**config.mk**
```make
export PLATFORM = sky130hd
export DESIGN_NAME = sorting_network_stream
export DESIGN_NICKNAME = d
export VERILOG_FILES = /design/src/rtl/sorting_network_stream.sv
export SDC_FILE = /design/constraint.sdc
export NUM_CORES = 2
export LEC_CHECK = 0
export ABC_AREA = 1
export ABC_CLOCK_PERIOD_IN_PS = 41200
export CORE_MARGIN = 2
export CORE_UTILIZATION = 60
export DETAILED_ROUTE_END_ITERATION = 12
export GPL_TIMING_DRIVEN = 1
export HOLD_SLACK_MARGIN = 0.1
export PLACE_DENSITY = 0.88
export SLEW_MARGIN = 10
export SYNTH_ARGS = -nofsm -noshare
export SYNTH_HDL_FRONTEND = slang
export SYNTH_SLANG_ARGS = --single-unit
```
**constraint.sdc**
```tcl
create_clock -name clk_i -period 41.2 [get_ports clk_i]
set_input_delay 8.24 -clock clk_i [delete_from_list [all_inputs] [get_ports clk_i]]
set_output_delay 8.24 -clock clk_i [all_outputs]
set_load 0.1 [all_outputs]
```
**src/rtl/sorting_network_stream.sv**
```systemverilog
// Pipelined odd-even transposition sorter with valid/ready handshake and per-stage backpressure.
// Define SORT_INDEX_EN to add the idx_o port carrying each element's original position.
module sorting_network_stream #(
  parameter int unsigned NUMBER_WIDTH   = 10,
  parameter int unsigned NUMBERS_AMOUNT = 10,
  parameter bit          SIGNED_CMP     = 1'b0,
  parameter int unsigned IDX_WIDTH      = (NUMBERS_AMOUNT > 2) ? $clog2(NUMBERS_AMOUNT) : 1
) (
  input  logic                                           clk_i,
  input  logic                                           rst_i,
  input  logic [NUMBERS_AMOUNT-1:0][NUMBER_WIDTH-1:0]    data_i,
  input  logic                                           desc_i,
  input  logic                                           valid_i,
  output logic                                           ready_o,
  output logic [NUMBERS_AMOUNT-1:0][NUMBER_WIDTH-1:0]    data_o,
  output logic                                           desc_o,
  output logic                                           valid_o,
`ifdef SORT_INDEX_EN
  output logic [NUMBERS_AMOUNT-1:0][IDX_WIDTH-1:0]       idx_o,
`endif
  input  logic                                           ready_i
);

  localparam int unsigned N = NUMBERS_AMOUNT;
  localparam int unsigned L = NUMBERS_AMOUNT;
  localparam int unsigned W = NUMBER_WIDTH;

  typedef logic [N-1:0][W-1:0]         vec_t;
  typedef logic [N-1:0][IDX_WIDTH-1:0] idx_t;

  vec_t [L-1:0] vec_q, vec_d, src_vec, net_vec;
  logic [L-1:0] valid_q, valid_d, desc_q, desc_d;
  logic [L-1:0] src_valid, src_desc, load;

`ifdef SORT_INDEX_EN
  idx_t [L-1:0] idx_q, idx_d, src_idx, net_idx;
`endif

  // Strict compare in the requested direction: equal values never swap, keeping the sort stable.
  function automatic logic out_of_order(input logic [W-1:0] a, input logic [W-1:0] b,
                                        input logic desc);
    logic a_gt_b, a_lt_b;
    if (SIGNED_CMP) begin
      a_gt_b = $signed(a) > $signed(b);
      a_lt_b = $signed(a) < $signed(b);
    end else begin
      a_gt_b = a > b;
      a_lt_b = a < b;
    end
    return desc ? a_lt_b : a_gt_b;
  endfunction

  // A stage may load if it, or any stage downstream of it, holds a bubble, or the sink is ready.
  always_comb begin
    logic any_room;
    load     = '0;
    any_room = ready_i;
    for (int k = int'(L) - 1; k >= 0; k--) begin
      any_room = any_room | ~valid_q[k];
      load[k]  = any_room;
    end
  end

  always_comb begin
    src_vec[0]   = data_i;
    src_valid[0] = valid_i;
    src_desc[0]  = desc_i;
    for (int k = 1; k < int'(L); k++) begin
      src_vec[k]   = vec_q[k-1];
      src_valid[k] = valid_q[k-1];
      src_desc[k]  = desc_q[k-1];
    end
  end

`ifdef SORT_INDEX_EN
  always_comb begin
    for (int i = 0; i < int'(N); i++) begin
      src_idx[0][i] = IDX_WIDTH'(i);
    end
    for (int k = 1; k < int'(L); k++) begin
      src_idx[k] = idx_q[k-1];
    end
  end
`endif

  // Even layers pair (0,1),(2,3)..; odd layers pair (1,2),(3,4)..; an unpaired end passes through.
  always_comb begin
    net_vec = src_vec;
`ifdef SORT_INDEX_EN
    net_idx = src_idx;
`endif
    for (int k = 0; k < int'(L); k++) begin
      for (int j = k % 2; j + 1 < int'(N); j += 2) begin
        if (out_of_order(src_vec[k][j], src_vec[k][j+1], src_desc[k])) begin
          net_vec[k][j]   = src_vec[k][j+1];
          net_vec[k][j+1] = src_vec[k][j];
`ifdef SORT_INDEX_EN
          net_idx[k][j]   = src_idx[k][j+1];
          net_idx[k][j+1] = src_idx[k][j];
`endif
        end
      end
    end
  end

  always_comb begin
    vec_d   = vec_q;
    valid_d = valid_q;
    desc_d  = desc_q;
`ifdef SORT_INDEX_EN
    idx_d   = idx_q;
`endif
    for (int k = 0; k < int'(L); k++) begin
      if (load[k]) begin
        vec_d[k]   = net_vec[k];
        valid_d[k] = src_valid[k];
        desc_d[k]  = src_desc[k];
`ifdef SORT_INDEX_EN
        idx_d[k]   = net_idx[k];
`endif
      end
    end
  end

  always_ff @(posedge clk_i or posedge rst_i) begin
    if (rst_i) begin
      vec_q   <= '0;
      valid_q <= '0;
      desc_q  <= '0;
`ifdef SORT_INDEX_EN
      idx_q   <= '0;
`endif
    end else begin
      vec_q   <= vec_d;
      valid_q <= valid_d;
      desc_q  <= desc_d;
`ifdef SORT_INDEX_EN
      idx_q   <= idx_d;
`endif
    end
  end

  assign ready_o = load[0];
  assign data_o  = vec_q[L-1];
  assign desc_o  = desc_q[L-1];
  assign valid_o = valid_q[L-1];
`ifdef SORT_INDEX_EN
  assign idx_o   = idx_q[L-1];
`endif

endmodule

```
==> metrics.md <==
| Metric | Value |
|---|---|
| Status | `finished, final reports clean` |
| Final Hold Vio Count | `0` |
| Sink Count | `1020` |
| PortBufs | `207` |
| Setup crit start kind | `input pin` |
| Post-Synthesis Cells | `9146` |
| Most common cell after layout, fill and taps aside | `nand2_1` |
| Worst EP arrival | `11.13 ns` |
| Worst Skew | `0.02857 ns` |
| Final HPWL DP | `107400 um` |
| Register area | `25520 um2` |
| Min-Delay Path Class | `reg -> reg` |
| Layout cells sized above 1 | `2.566%` |
| CP bufs+invs | `3` |
| EDFF count, synth | `0` |
| Final Util | `66.19%` |
| Slew HR | `29.13%` |
| Vias per cell | `5.575` |
| WS Path Type | `in -> out` |
| Setup TNS | `0 ns` |
| Synth Register Bits | `1020` |
| Crit. End Element | `output port` |
| Mapped Area | `62930 um2` |
| Avg Cell Area, Syn | `6.881 um2` |
| Post-CTS Setup Inserts | `0` |
| Setup Slack @ Placement | `21.90 ns` |
| Nets | `9560` |
| Worst-path maximum fanout | `25` |
| PostCTS Resize Cnt | `0` |
| Hold WS | `0.4501 ns` |
| CTS root buf | `clkbuf_16` |
| Final Cycle Share | `47.01%` |
| Async SR Flop Fraction | `100.0%` |
| Die X | `327.9 um` |
| Final WS setup | `21.83 ns` |
| Core area | `103800 um2` |
| H-tree depth | `3` |
| TritonCTS clock tree | `yes` |
| Max-Cap Viols | `0` |
| Max IR drop VDD | `0.1103 mV` |
| Largest net degree at the start of global routing | `175` |
| CTS clk-pin slew, worst paths | `0.06 ns` |
| CP max stage delay | `1.08 ns` |
| Hold Path Sink | `src_vec[693]` |
| Delay-heaviest family, CP | `buffers and inverters` |
| GRT Total Usage | `28.24%` |
| Synthesized Nets | `9701` |
| CTS hold repair buffers | `0` |
| Reg-to-Reg End | `src_vec[278]` |
| Dominant synthesized flop cell | `dfrtp_1` |
| Ports | `208` |
| Commonest non-fill, non-tap cells in the layout | `3769 x nand2_1, 1811 x nand3_1, 1177 x inv_1, 1020 x dfrtp_1, 450 x ha_1` |
| DRT Wirelength | `151500 um` |
| RSZ-0062 raised after global routing | `false` |
| Die span in y | `327.9 um` |
| Multi-input gate area | `31090 um2` |
| Die area | `107500 um2` |
| Fmax | `51.63 MHz` |
| Row cnt | `118` |
| Antenna diodes | `0` |
| WHS Path Cells | `2` |
| CTS buffer count | `106` |
| Vias in the first global route | `54946` |
| Area grow syn2layout | `9.178%` |
| Crit path max-delay cell type | `clkdlybuf4s50_1` |
| Yosys synthesis warning count | `0` |
| HP Start | `net_vec[593]` |
| Avg WL per Cell | `14.48 um` |
| DRT Pass-1 Iters | `9` |
| Fillers | `8373` |
| WP data required | `32.96 ns` |
| Initial antenna violation count | `0` |
| Leading area contributor after synthesis | `dfrtp_1` |
| Reg2reg path depth | `11` |
| Clk_lat worst skew | `0.70 ns` |
| First-pass GRT wire length | `259300 um` |
| Library cells used by synthesis | `19` |
| P_leak | `38.99 nW` |
| CP cell instances | `clkdlybuf4s50_1 > inv_2 > nand3_4 > nor2_4 > nand4_4 > nor2_4 > nand4_1 > clkdlybuf4s50_1` |
| Grt ovf | `0` |
| Power per cell area | `93.46 nW/um2` |
| RR Startpoint | `valid_q[9]` |
| Synth top area share | `40.56%` |
| Slew Limit Fails | `0` |
| Synth area leaders | `dfrtp_1 41%, nand2_1 22%, nand3_1 14%` |
| DRC | `0` |
| Via count | `58321` |
| Initial Util | `60.63%` |
| Fin crit period | `19.37 ns` |
| First DRT Iteration DRCs | `5671` |
| R2r setup slk | `36.73 ns` |
| Gp weighted congestion | `0.9205` |
| Antenna-violating nets left | `0` |
| Clock Path Buffers | `3` |
| Slew @ Worst Pin | `1.063 ns` |
| Setup Viol. Count Final | `0` |
| Sequential share of the synthesized area | `40.56%` |
[per-stage QoR]
stage	std cells	area (um2)	power, mW
2_1_floorplan	9146	62930	4.564
3_3_place_gp	10277	65130	5.170
3_5_place_dp	10277	65130	5.362
4_1_cts	10462	68700	6.390
5_1_grt	10462	68700	7.025
6_report	10462	68700	6.421
[report_power, final]
part | internal (mW) | switching, mW | total [mW]
combinational | 1.12 | 2.50 | 3.62
clock | 0.582 | 0.396 | 0.978
sequential | 1.48 | 0.347 | 1.82
total | 3.18 | 3.24 | 6.42
[worst min-delay path: cells and delay by family, from the launching register on]
family / cells / cell delay (ns)
compound gates: 1 / 0.06
flops: 1 / 0.34
simple gates: 1 / 0.05
[per-layer routing]
metal | vias up | share of wire [%] | global-route usage [%] | routed length [um]
li1 | 28495 | - | - | -
met1 | 27154 | 42 | 36.95 | 63920
met2 | 2253 | 48 | 48.11 | 72990
met3 | 419 | 5.8 | 3.351 | 8733
met4 | 0 | 3.9 | 10.76 | 5860
met5 | - | 0 | 0 | 0
[synthesized netlist by cell type, types with 32 or more instances]
master / count
a21oi_1: 90
ha_1: 450
buf_2: 46
o21ai_0: 118
inv_1: 1182
nand4_1: 59
nand3_1: 1812
clkbuf_1: 410
dfrtp_1: 1020
buf_1: 32
o21bai_1: 42
nand2_1: 3772
nor2_1: 91
[worst max path at each step]
stage                     cells past startpoint  slack [ns]   endpoint    start
after detailed placement                      8       21.90    ready_o  ready_i
final                                         8       21.83    ready_o  ready_i
after floorplan                               1        4.26  data_o[0]    rst_i
after global routing                          8       21.77    ready_o  ready_i
after global placement                        8       21.90    ready_o  ready_i
after CTS                                     8       21.87    ready_o  ready_i
[logic make-up (layout without fill, tap and decap cells)]
family	Yosys count	after routing	share of synthesized area, %
adder cells (fa/ha/maj)	450	450	8.947
flip-flops	1020	1020	40.56
AO/OA/AOI/OAI	250	250	2.155
AND/OR/NAND/NOR	5749	5749	38.24
buffers and inverters	1677	1613	10.09
[area by class of cell]
type | count | area share (%)
clock inverter | 38 | 0.6410
inverter | 1189 | 6.507
timing repair buffer | 239 | 3.384
multi-input combinational | 6449 | 45.25
tap | 1380 | 2.513
clock buffer | 147 | 4.556
sequential | 1020 | 37.15
[flip-flops by register name (all words and copies together) (netlist names)]
register / flops
data_o: 100
desc_q: 10
net_vec: 100
src_vec: 800
valid_q: 10
No activity file was read; power rests on OpenSTA's default activity.
